===== src/rtl/hsst_fifo_pkt_reader.sv =====
// hsst_fifo_pkt_reader
// Drains the read side of the prefetch (first-word-fall-through) HSST FIFO
// and frames the words into fixed-length packets for the HSST TX lane.
// The framing inserts K-coded IDLE, SOP, FILL and EOP control words.
// Packet layout: SOP, HDR {seq, len}, PKT_LEN payload words, [CSUM], EOP.
//
// Optional feature macro: HSST_PKT_CSUM_EN
//   defined   -> an XOR checksum word is sent between the payload and EOP
//   undefined -> no checksum state or register; the payload goes straight to EOP
//
// Ports (all in the rd_clk domain; rd_rst is async, active-high):
//   link_rdy      in   TX lane ready; while low only IDLE is sent
//   fifo_rd_data  in   FIFO head word (valid with fifo_rd_vld)
//   fifo_rd_vld   in   FIFO head word valid
//   fifo_rd_en    out  pop request (a pop is fifo_rd_vld & fifo_rd_en)
//   tx_data/tx_k  out  registered TX word and per-byte K flags (bit0 = byte0)
//   busy          out  high outside S_IDLE
//   seq_num       out  sequence number of the next packet (wraps)
//   underrun_cnt  out  saturating count of FILL words inserted
//   abort_cnt     out  saturating count of packets aborted by link loss
module hsst_fifo_pkt_reader #(
  parameter int unsigned PKT_LEN = 256,
  parameter int unsigned CNT_W   = 16
) (
  input  logic             rd_clk,
  input  logic             rd_rst,
  input  logic             link_rdy,
  input  logic [31:0]      fifo_rd_data,
  input  logic             fifo_rd_vld,
  output logic             fifo_rd_en,
  output logic [31:0]      tx_data,
  output logic [3:0]       tx_k,
  output logic             busy,
  output logic [CNT_W-1:0] seq_num,
  output logic [CNT_W-1:0] underrun_cnt,
  output logic [CNT_W-1:0] abort_cnt
);

  localparam logic [31:0] IDLE_D = 32'h50BC_50BC;
  localparam logic [31:0] SOP_D  = 32'h0000_00FB;
  localparam logic [31:0] FILL_D = 32'h0000_001C;
  localparam logic [31:0] EOP_D  = 32'h0000_00FD;
  localparam logic [3:0]  K_IDLE = 4'b0101;
  localparam logic [3:0]  K_CTL  = 4'b0001;
  localparam logic [3:0]  K_DAT  = 4'b0000;
  localparam logic [15:0] LEN16  = 16'(PKT_LEN);
  localparam logic [15:0] LAST   = 16'(PKT_LEN - 1);

  typedef enum logic [2:0] {
    S_IDLE,
    S_SOP,
    S_HDR,
    S_PAY,
`ifdef HSST_PKT_CSUM_EN
    S_CSUM,
`endif
    S_EOP
  } state_t;

  state_t      state, state_nxt;
  logic [15:0] pay_cnt, pay_cnt_nxt;
  logic [31:0] data_nxt;
  logic [3:0]  k_nxt;
  logic        seq_inc, und_inc, abort_inc;
  logic [15:0] seq16;

`ifdef HSST_PKT_CSUM_EN
  logic [31:0] csum, csum_nxt;
`endif

  // Header sequence field is 16 bits wide regardless of CNT_W.
  assign seq16 = 16'(seq_num);
  assign busy  = (state != S_IDLE);

  always_comb begin
    state_nxt   = state;
    pay_cnt_nxt = pay_cnt;
    data_nxt    = IDLE_D;
    k_nxt       = K_IDLE;
    seq_inc     = 1'b0;
    und_inc     = 1'b0;
    abort_inc   = 1'b0;
    fifo_rd_en  = 1'b0;
`ifdef HSST_PKT_CSUM_EN
    csum_nxt    = csum;
`endif
    if (state != S_IDLE && !link_rdy) begin
      // Link loss mid-packet: drop the frame, already-popped words are lost.
      state_nxt = S_IDLE;
      abort_inc = 1'b1;
    end else begin
      case (state)
        S_IDLE: begin
          if (link_rdy && fifo_rd_vld) state_nxt = S_SOP;
        end
        S_SOP: begin
          data_nxt  = SOP_D;
          k_nxt     = K_CTL;
          state_nxt = S_HDR;
        end
        S_HDR: begin
          data_nxt    = {seq16, LEN16};
          k_nxt       = K_DAT;
          pay_cnt_nxt = '0;
`ifdef HSST_PKT_CSUM_EN
          csum_nxt    = '0;
`endif
          state_nxt   = S_PAY;
        end
        S_PAY: begin
          fifo_rd_en = link_rdy & fifo_rd_vld;
          if (fifo_rd_vld) begin
            data_nxt    = fifo_rd_data;
            k_nxt       = K_DAT;
            pay_cnt_nxt = pay_cnt + 16'd1;
`ifdef HSST_PKT_CSUM_EN
            csum_nxt    = csum ^ fifo_rd_data;
            if (pay_cnt == LAST) state_nxt = S_CSUM;
`else
            if (pay_cnt == LAST) state_nxt = S_EOP;
`endif
          end else begin
            data_nxt = FILL_D;
            k_nxt    = K_CTL;
            und_inc  = 1'b1;
          end
        end
`ifdef HSST_PKT_CSUM_EN
        S_CSUM: begin
          data_nxt  = csum;
          k_nxt     = K_DAT;
          state_nxt = S_EOP;
        end
`endif
        S_EOP: begin
          data_nxt  = EOP_D;
          k_nxt     = K_CTL;
          seq_inc   = 1'b1;
          state_nxt = S_IDLE;
        end
        default: state_nxt = S_IDLE;
      endcase
    end
  end

  always_ff @(posedge rd_clk or posedge rd_rst) begin
    if (rd_rst) begin
      state        <= S_IDLE;
      pay_cnt      <= '0;
      tx_data      <= IDLE_D;
      tx_k         <= K_IDLE;
      seq_num      <= '0;
      underrun_cnt <= '0;
      abort_cnt    <= '0;
    end else begin
      state   <= state_nxt;
      pay_cnt <= pay_cnt_nxt;
      tx_data <= data_nxt;
      tx_k    <= k_nxt;
      if (seq_inc) seq_num <= seq_num + CNT_W'(1);
      if (und_inc && underrun_cnt != '1) underrun_cnt <= underrun_cnt + CNT_W'(1);
      if (abort_inc && abort_cnt != '1) abort_cnt <= abort_cnt + CNT_W'(1);
    end
  end

`ifdef HSST_PKT_CSUM_EN
  always_ff @(posedge rd_clk or posedge rd_rst) begin
    if (rd_rst) csum <= '0;
    else        csum <= csum_nxt;
  end
`endif

endmodule

===== config.mk =====
export PLATFORM = sky130hd
export DESIGN_NAME = hsst_fifo_pkt_reader
export DESIGN_NICKNAME = d
export VERILOG_FILES = /design/src/rtl/hsst_fifo_pkt_reader.sv
export SDC_FILE = /design/constraint.sdc
export NUM_CORES = 1
export LEC_CHECK = 0
export CORE_MARGIN = 2
export CORE_UTILIZATION = 45
export CTS_BUF_LIST = sky130_fd_sc_hd__clkbuf_4 sky130_fd_sc_hd__clkbuf_8 sky130_fd_sc_hd__clkbuf_16
export CTS_CLUSTER_DIAMETER = 40
export DETAILED_ROUTE_END_ITERATION = 12
export PLACE_DENSITY = 0.77
export SLEW_MARGIN = 10
export SYNTH_ARGS = -nofsm -noshare
export SYNTH_HDL_FRONTEND = slang
export SYNTH_SLANG_ARGS = --single-unit
export TNS_END_PERCENT = 30

===== constraint.sdc =====
create_clock -name rd_clk -period 3.7 [get_ports rd_clk]
set_input_delay 0.555 -clock rd_clk [delete_from_list [all_inputs] [get_ports rd_clk]]
set_output_delay 0.555 -clock rd_clk [all_outputs]
set_load 0.005 [all_outputs]

==> flow_metrics.py, run 1 <==
metrics = {
    "status": {
        "status": "finished, final reports clean",
    },
    "synthesis": {
        "synth-compound-area-share_pct": 10.22,
        "synth_edf_count": 0,
        "synthArstFlopShare_pct": 100.0,
        "ys_seq_area_share_pct": 54.92,
        "ys.flop_type": "dfrtp_1",
        "synth-xor-area-share_pct": 9.064,
        "synth_area_per_cell_um2": 11.07,
        "yosys_warnings": 0,
        "synth-seq-cells": 101,
        "synth_mux_area_share_pct": 1.484,
        "synth_simple_gate_area_share_pct": 21.01,
        "synth_cell_types": 54,
        "syn_inst": 419,
        "synth_fa_ha_area_share_pct": 1.079,
        "synth_top_family_by_area": "simple AND/OR/NAND/NOR gates",
        "synthesis.area_um2": 4638,
    },
    "worst_setup_path": {
        "worstPathRequired_ns": 3.14,
        "crit_path_start_kind": "input pin",
        "r2r_end": "pay_cnt[15]$_DFFE_PP0P_",
        "path_class": "in -> out",
        "crit_arrival_ns": 2.37,
        "ff2ff_path_depth": 4,
        "crit_path_max_fanout": 13,
        "rr_startpoint": "state[2]$_DFFE_PP0P_",
        "r2r_slack_ns": 1.61,
        "end_kind": "output port",
    },
    "route": {
        "antenna_left": 0,
        "vias": 3628,
        "wl_mm": 10.47,
        "drcViolationCount": 0,
        "drtIter0Drc": 128,
        "dr.pass1.iters": 5,
        "wl_per_cell_um": 15.43,
        "viasPerCell": 5.343,
    },
    "global_routing": {
        "grt_overflow": 0,
        "grt_pass1_vias": 3516,
        "grt_max_degree": 53,
        "globalRouteTotalUtil_pct": 19.10,
        "antenna_found_initial": 0,
        "grt_pass1_wl_mm": 17.13,
    },
    "cells_and_area": {
        "final_area_um2": 6165,
        "layout_common_cells": "clkdlybuf4s50_1, dfrtp_1, xnor2_1",
        "drive_above_1_share_pct": 9.761,
        "final_nets": 578,
        "n_antenna_cell": 0,
        "mostFrequentLayoutCell": "clkdlybuf4s50_1",
        "instances_no_fill": 679,
        "area_delta_synth_final_pct": 32.91,
    },
    "hold_path": {
        "hp-class": "reg -> reg",
        "hp-start": "abort_cnt[6]$_DFFE_PP0P_",
        "min_to": "abort_cnt[6]$_DFFE_PP0P_",
        "whs_path_depth": 1,
    },
    "sta": {
        "drv_slew": 0,
        "max_slew_margin_pct": 58.23,
        "fin_crit_ns": 2.925,
        "setup_viol": 0,
        "fmax_mhz": 341.9,
        "tightest_slew_ns": 0.6266,
        "hold_violations": 0,
        "clock_skew_ns": 0.008597,
        "rsz0062_at_grt": "false",
        "tns_ns": 0,
        "timing.final.crit_share_pct": 79.05,
    },
    "clocking": {
        "cts_setup_buffers": 0,
        "cts_root_buf": "clkbuf_8",
        "cts_sinks": 101,
        "post_cts_resize_count": 0,
        "clk_latency_ns": 0.36,
        "clk_pin_slew_ns": 0.09,
        "cts_buffer_depth": 2,
        "cts-hold-fix-buffers": 0,
        "numCtsBuffers": 9,
        "cts_tree": "built",
        "cts_max_level": 3,
    },
    "floorplanning": {
        "die_area_um2": 11140,
        "io_pins": 122,
        "start_util_pct": 45.54,
        "rows": 37,
        "core_area_um2": 10180,
        "dieWidth_um": 105.5,
        "die_height_um": 105.5,
    },
    "pwr": {
        "power.density_nw_per_um2": 452.7,
        "vdd_drop_max_v": 0.0003253,
        "cellLeakagePower_uw": 0.002557,
    },
    "place": {
        "routabilityCongestion": 0.8498,
        "io_buffers": 119,
        "dp_hpwl_mm": 7.624,
        "dpl_cell_area_um2": 5984,
        "dp_cells": 663,
    },
    "job": {
        "max-cap-violations": 0,
    },
}
[cell families (layout without fill, tap and decap cells)]
kind of cell | after synthesis | count (layout)
other cells | 1 | 2
mux | 6 | 6
simple gates | 172 | 172
buf+inv | 22 | 145
xor+xnor | 48 | 48
compound gates | 65 | 65
flops | 101 | 101
fa+ha+maj | 4 | 4
[per-stage QoR]
| stage | total power [µW] | hold slack, ns | utilization (%) | setup slack [ns] |
|---|---|---|---|---|
| after CTS | 2829 | 0.5041 | 60.53 | 0.7525 |
| after global routing | 2951 | 0.5197 | 60.53 | 0.6203 |
| after detailed placement | 2169 | 0.4858 | 58.76 | 0.7580 |
| after floorplan | 1759 | 0.4761 | - | 0.5243 |
| final | 2791 | 0.5023 | 60.53 | 0.7753 |
| after global placement | 2140 | 0.4856 | 58.76 | 0.7818 |
[critical path, stage by stage]
cell	delay, ns
clkdlybuf4s50_1	0.78
inv_1	0.16
nor2_1	0.31
clkdlybuf4s50_1	0.57
[cells in the mapped netlist (all sizes together) (2+ instances only)]
library cell,n,area [µm²]
or4b,2,20.02
and4,10,90.09
o21ai,5,25.02
and3,13,81.33
o21a,4,37.53
a31oi,3,18.77
dfstp,16,420.4
mux2,4,48.79
mux2i,2,20.02
a41oi,2,17.52
inv,4,15.01
xnor2,40,350.3
or3,2,17.52
a21o,4,30.03
clkbuf,9,33.78
and2,14,87.58
nor3b,2,25.02
nor2b,4,25.02
a221o,7,70.07
nand4,15,93.84
nand4b,2,17.52
o211ai,7,52.55
nand3,22,110.1
o31ai,7,52.55
or4,5,37.54
a22oi,9,67.56
nand2,36,135.1
dfrtp,85,2127
nor2,26,97.59
nor3,6,35.03
nor4,4,31.28
a21oi,12,60.06
buf,9,50.04
nand2b,5,31.28
xor2,8,70.07
o2111ai,3,26.28
ha,4,50.05
[flip-flops by register name, summed over array words and instances, names as in the netlist]
name,cells
pay_cnt,16
seq_num,16
tx_k,2
abort_cnt,16
tx_data,32
state,3
underrun_cnt,16
[worst max-delay path by stage]
stage,from,end,slack [ns],cells past startpoint
global route,fifo_rd_vld,fifo_rd_en,0.62,4
global placement,fifo_rd_vld,fifo_rd_en,0.78,4
finish,fifo_rd_vld,fifo_rd_en,0.78,4
detailed placement,fifo_rd_vld,fifo_rd_en,0.76,4
floorplan,rd_rst,abort_cnt[0]$_DFFE_PP0P_,0.52,1
CTS,fifo_rd_vld,fifo_rd_en,0.75,4
[cell type report]
type / instances / area (µm²)
fillers: 855 / 4020
well taps: 136 / 170.2
multi-input cells: 297 / 2001
inverters: 4 / 17.52
repair buffers: 125 / 1249
clock inverters: 7 / 56.30
flip-flops and latches: 101 / 2547
clock buffers: 9 / 123.9
[where the power goes]
part           total, µW  switching [µW]  internal [µW]
registers           1410             136           1270
logic                733             325            408
clock network        649             394            254
[layer usage]
metal | vias up | share of wire (%) | GRT usage, %
li1 | 1745 | - | -
met1 | 1767 | 45 | 25.91
met2 | 100 | 46 | 29.49
met3 | 16 | 6.6 | 5.442
met4 | 0 | 2.1 | 6.673
met5 | - | 0 | 0
No activity file was read; power rests on OpenSTA's default activity.
==> inputs of run 2 (changes only) <==
CORE_UTILIZATION = 44   (was 45)
PLACE_DENSITY = 0.78   (was 0.77)
clock period = 2.5 ns   (was 3.7 ns; I/O delays follow)
==> run 2 against run 1 <==
  * Hold slack improved by 0.0037 ns
  * Clock skew rose by 0.0061 ns
  * Cell count rose by 1.8%
  * Non-clock buffer count rose by 12
  * Largest power group unchanged
  * Combinational power rose by 56%
  * Critical path type is now reg -> out
  * Largest cell class unchanged
  * Critical endpoint unchanged
  * Core utilization rose by 0.44 points
==> flow_metrics.py, run 2 (synthesized netlist as in run 1, its figures left out) <==
metrics = {
    "sta": {
        "tns_ns": 0,
        "drv_slew": 0,
        "fmax_mhz": 431.3,
        "max_slew_margin_pct": 66.58,
        "timing.final.crit_share_pct": 92.74,
        "fin_crit_ns": 2.319,
        "tightest_slew_ns": 0.5013,
        "clock_skew_ns": 0.01466,
        "whs_ns": 0.5060,
        "setup_viol": 0,
        "hold_violations": 0,
        "rsz0062_at_grt": "false",
    },
    "cells_and_area": {
        "n_antenna_cell": 0,
        "regMostFlops": "tx_data",
        "final_nets": 590,
        "fin_util_pct": 60.97,
        "mostFrequentLayoutCell": "clkdlybuf4s50_1",
        "layout_common_cells": "clkdlybuf4s50_1, dfrtp_1, xnor2_1",
        "largest_reg_flops": 32,
        "area_delta_synth_final_pct": 35.10,
        "drive_above_1_share_pct": 12.25,
    },
    "worst_setup_path": {
        "crit_path_top_delay_cell": "clkdlybuf4s50_1",
        "crit_path_max_incr_delay_ns": 0.55,
        "end_kind": "output port",
        "crit_path_max_fanout": 13,
        "path_class": "reg -> out",
        "worst-path-buf-inv": 1,
        "worstPathRequired_ns": 2.12,
        "crit_path_start_kind": "flop",
        "crit_arrival_ns": 1.94,
        "path_delay_family": "buffers and inverters",
        "crit_chain": "nand4b_1 -> nor2_2 -> clkdlybuf4s50_1",
    },
    "clocking": {
        "cts_root_buf": "clkbuf_8",
        "clk_pin_slew_ns": 0.10,
        "cts_sinks": 101,
        "clk_latency_ns": 0.36,
        "cts_max_level": 3,
        "numCtsBuffers": 9,
        "cts_setup_buffers": 0,
        "cts_tree": "built",
        "cts_buffer_depth": 2,
    },
    "status": {
        "status": "finished, final reports clean",
    },
    "global_routing": {
        "grt_max_degree": 102,
        "grt_overflow": 0,
        "globalRouteTotalUtil_pct": 19.67,
        "grt_pass1_vias": 3718,
        "antenna_found_initial": 0,
        "grt_pass1_wl_mm": 17.95,
    },
    "route": {
        "drtIter0Drc": 133,
        "drcViolationCount": 0,
        "antenna_left": 0,
        "vias": 3722,
        "wl_per_cell_um": 15.47,
        "wl_mm": 10.69,
        "viasPerCell": 5.386,
        "dr.pass1.iters": 4,
    },
    "place": {
        "dp_hpwl_mm": 7.774,
        "routabilityCongestion": 0.9202,
        "io_buffers": 119,
    },
    "floorplanning": {
        "rows": 37,
        "dieWidth_um": 106.7,
        "die_area_um2": 11380,
        "start_util_pct": 45.13,
        "core_area_um2": 10280,
        "die_height_um": 106.7,
        "io_pins": 122,
    },
    "hold_path": {
        "hp-class": "in -> async",
    },
    "pwr": {
        "p_total_uw": 4185,
        "cellLeakagePower_uw": 0.002607,
        "vdd_drop_max_v": 0.0004470,
        "power.density_nw_per_um2": 667.9,
    },
    "job": {
        "max-cap-violations": 0,
    },
}
## run 2: cell types whose count changed in the layout (fill, tap and decap cells not counted)
cell and change:
nor3_2 +1, clkinvlp_4 +2, dfrtp_2 +1, inv_8 +1
nor3_1 -1, nor2_2 +1, inv_6 -2, dfrtp_1 -1
nor2_1 -1, inv_4 -1, buf_4 +12
## run 2: final timing paths
check | end | slack [ns] | from | cells after the start
worst max-delay path | fifo_rd_en | 0.18 | state[2]$_DFFE_PP0P_ | 3
worst min-delay path | abort_cnt[0]$_DFFE_PP0P_ | 0.51 | rd_rst | 3
worst max register to register | abort_cnt[1]$_DFFE_PP0P_ | 0.50 | abort_cnt[11]$_DFFE_PP0P_ | 4
worst min register to register | underrun_cnt[10]$_DFFE_PP0P_ | 0.51 | underrun_cnt[10]$_DFFE_PP0P_ | 1
max in group asynchronous | tx_k[0]$_DFF_PP1_ | 1.61 | rd_rst | 3
min in group rd_clk | underrun_cnt[10]$_DFFE_PP0P_ | 0.51 | underrun_cnt[10]$_DFFE_PP0P_ | 1
## run 2: final cells by class
class                      count  area, µm²
sequential                   101       2549
timing repair buffer         137       1339
clock inverter                 7      57.56
fill                         859       4011
inverter                       4      18.77
clock buffer                   9      123.9
multi-input combinational    297       2008
tap                          136      170.2
## run 2: power breakdown
part / switching, µW / leakage, µW / internal, µW
logic: 499 / 0.00118 / 642
clock network: 593 / 0.0000881 / 376
registers: 189 / 0.00134 / 1890
total: 1280 / 0.00261 / 2900
## run 2: tightest hold or removal path: stages
cell             delay [ns]
clkdlybuf4s50_1        0.44
clkinvlp_4             0.10
buf_12                 0.41
## run 2: through the flow
| step | cells | setup WS, ns | cell area [µm²] |
|---|---|---|---|
| 6_report | 691 | 0.1815 | 6266 |
| 5_1_grt | 691 | 0.03804 | 6266 |
| 4_1_cts | 691 | 0.02288 | 6257 |
| 3_5_place_dp | 675 | 0.1292 | 6076 |
| 3_3_place_gp | 675 | 0.1337 | 6076 |
| 2_1_floorplan | 420 | 0.6563 | 4646 |
## run 2: metal layers
metal / vias to the layer above / global-route usage (%) / wire length [µm]
met1: 1834 / 26.47 / 4652
met3: 6 / 5.471 / 683
met4: 0 / 5.195 / 56
met5: - / 0 / 0
li1: 1769 / - / -
met2: 113 / 31.53 / 5297
## run 2: what timing repair did
item	4_1_cts	5_1_grt
gates resized for setup	0	3
hold buffers	0	0
endpoints found under the setup margin	0	2
==> inputs of run 3 (changes only) <==
ABC_AREA = 1   (was default)
CORE_UTILIZATION = 45   (was 44)
==> run 3 against run 2 <==
  * Combinational power rose by 46%
  * Hold slack improved by 0.0083 ns
  * Global-route usage rose by 0.87 points
  * Fmax rose by 8.0%
  * Cell count rose by 43%
  * Clock skew fell by 0.0079 ns
  * Non-clock buffer count fell by 12
  * Critical path depth did not move
  * Synthesized cell count rose by 72%
  * Total power rose by 30%
  * Sequential share of layout area fell by 4.7 points
  * Setup slack improved by 0.17 ns
==> flow_metrics.py, run 3 <==
metrics = {
    "status": {
        "status": "finished, final reports clean",
    },
    "worst_setup_path": {
        "worstPathRequired_ns": 2.12,
        "crit_path_start_kind": "flop",
        "rr_startpoint": "abort_cnt[1]$_DFFE_PP0P_",
        "crit_arrival_ns": 1.77,
        "r2r_slack_ns": 0.53,
        "path_class": "reg -> out",
        "crit_path_top_delay_cell": "clkdlybuf4s50_1",
        "path_delay_family": "simple AND/OR/NAND/NOR gates",
        "crit_start": "state[0]$_DFFE_PP0P_",
        "crit_path_max_fanout": 16,
        "worst-path-buf-inv": 1,
        "end_kind": "output port",
        "crit_chain": "nor2_4 -> nand2_2 -> clkdlybuf4s50_1",
        "crit_path_max_incr_delay_ns": 0.48,
    },
    "sta": {
        "drv_slew": 0,
        "timing.final.crit_share_pct": 85.88,
        "hold_violations": 0,
        "setup_viol": 0,
        "rsz0062_at_grt": "false",
        "whs_ns": 0.5143,
        "tns_ns": 0,
        "fin_crit_ns": 2.147,
        "clock_skew_ns": 0.006742,
        "tightest_slew_ns": 0.5409,
        "fmax_mhz": 465.7,
        "max_slew_margin_pct": 63.94,
        "worst_slack_ns": 0.3529,
    },
    "synthesis": {
        "synth-xor-area-share_pct": 5.171,
        "synth.most_common_cell": "nand2_1",
        "synth-compound-area-share_pct": 5.540,
        "ys_seq_area_share_pct": 47.00,
        "syn_inst": 719,
        "synth_cell_types": 36,
        "synth_commonest_cells": "nand2_1, dfrtp_1, nor2_1",
        "synthesis.area_um2": 5420,
        "synth-seq-cells": 101,
        "synthArstFlopShare_pct": 100.0,
        "synth_top_area_share_pct": 39.24,
        "ys.flop_type": "dfrtp_1",
        "synth_top_family_by_area": "simple AND/OR/NAND/NOR gates",
        "ys_top_cells_by_area": "dfrtp_1, nand2_1, dfstp_2",
        "synth_simple_gate_area_share_pct": 33.82,
        "synth_area_per_cell_um2": 7.539,
        "synth_edf_count": 0,
        "synth_fa_ha_area_share_pct": 0.9234,
        "yosys_warnings": 0,
        "synth.largest_area_cell": "dfrtp_1",
        "synth_mux_area_share_pct": 0,
    },
    "place": {
        "routabilityCongestion": 0.9092,
        "io_buffers": 119,
        "pre_cts_ws_ns": 0.3946,
        "dpl_cell_area_um2": 6750,
        "dp_hpwl_mm": 9.350,
    },
    "cells_and_area": {
        "largest_reg_flops": 32,
        "n_antenna_cell": 0,
        "area_delta_synth_final_pct": 30.66,
        "drive_above_1_share_pct": 7.583,
        "mostFrequentLayoutCell": "nand2_1",
        "final_area_um2": 7082,
        "final_nets": 879,
        "regMostFlops": "tx_data",
        "fin_util_pct": 59.70,
        "layout_common_cells": "nand2_1, clkdlybuf4s50_1, dfrtp_1",
    },
    "global_routing": {
        "globalRouteTotalUtil_pct": 20.54,
        "grt_pass1_wl_mm": 21.52,
        "grt_max_degree": 102,
        "grt_pass1_vias": 4525,
        "antenna_found_initial": 0,
        "grt_overflow": 0,
    },
    "route": {
        "viasPerCell": 4.878,
        "wl_mm": 12.80,
        "dr.pass1.iters": 4,
        "drtIter0Drc": 261,
        "antenna_left": 0,
        "routed-wl-met2_mm": 5.889,
        "met1_length_mm": 6.036,
        "dr_wl_met3_um": 651,
        "wl_per_cell_um": 12.92,
        "top_layer_used": "met4",
        "drcViolationCount": 0,
        "vias": 4834,
    },
    "floorplanning": {
        "die_height_um": 113.8,
        "die_area_um2": 12940,
        "start_util_pct": 45.70,
        "core_area_um2": 11860,
        "dieWidth_um": 113.8,
        "io_pins": 122,
        "rows": 40,
    },
    "clocking": {
        "cts_buffer_depth": 2,
        "cts_root_buf": "clkbuf_16",
        "clk_latency_ns": 0.34,
        "cts-hold-fix-buffers": 0,
        "numCtsBuffers": 9,
        "cts_setup_buffers": 0,
        "cts_max_level": 3,
        "clk_pin_slew_ns": 0.07,
        "post_cts_resize_count": 0,
        "cts_sinks": 101,
        "cts_tree": "built",
    },
    "pwr": {
        "cellLeakagePower_uw": 0.003205,
        "power.density_nw_per_um2": 767.4,
        "vdd_drop_max_v": 0.0003093,
    },
    "job": {
        "max-cap-violations": 0,
    },
    "hold_path": {
        "hp-start": "pay_cnt[15]$_DFFE_PP0P_",
        "hp-class": "reg -> reg",
    },
}
## run 3: through the flow
step / std cells / power (µW)
finish: 991 / 5435
global route: 991 / 5796
CTS: 991 / 5494
detailed placement: 975 / 3956
global placement: 975 / 3921
floorplan: 720 / 3126
## run 3: worst register-to-register path: stages (launching register included)
cell,delay [ns]
dfrtp_1,0.41
ha_1,0.24
nand3_1,0.12
inv_1,0.14
nand2_2,0.09
o21ai_4,0.42
inv_2,0.23
o21ai_0,0.13
nand2_1,0.07
## run 3: area by class of cell
class | instances | area, µm²
sequential | 101 | 2547
clock buffer | 11 | 246.5
inverter | 78 | 299.0
timing repair buffer | 125 | 1249
multi-input combinational | 524 | 2471
tap | 147 | 183.9
fill | 1080 | 4780
clock inverter | 5 | 85.08
## run 3: kinds of logic (layout without fill, tap and decap cells)
group,Yosys count,in the layout
xor gates and xnor gates,32,32
other,1,2
AOI/OAI and AO/OA,55,55
and+or+nand+nor,431,431
DFF,101,101
adders and majority gates,4,4
buffers and inverters,95,219
## run 3: worst paths after layout
| check | endpoint | cells after the start |
|---|---|---|
| max reg2reg | abort_cnt[10]$_DFFE_PP0P_ | 8 |
| min reg2reg | pay_cnt[15]$_DFFE_PP0P_ | 2 |
| min | pay_cnt[15]$_DFFE_PP0P_ | 2 |
| max in group asynchronous | tx_data[28]$_DFF_PP1_ | 3 |
| min in group asynchronous | tx_data[15]$_DFF_PP0_ | 3 |
| max | busy | 3 |
## run 3: where the power goes
group	internal, µW	total (µW)	switching (µW)
clock	920	1530	606
sequential	2000	2240	237
combinational	805	1670	868
total	3720	5430	1710
## run 3: metal layers
layer  vias up  global-route usage (%)
met1      2224                   28.17
li1       2484                       -
met3        14                   3.454
met4         0                   8.537
met5         -                       0
met2       112                   32.53
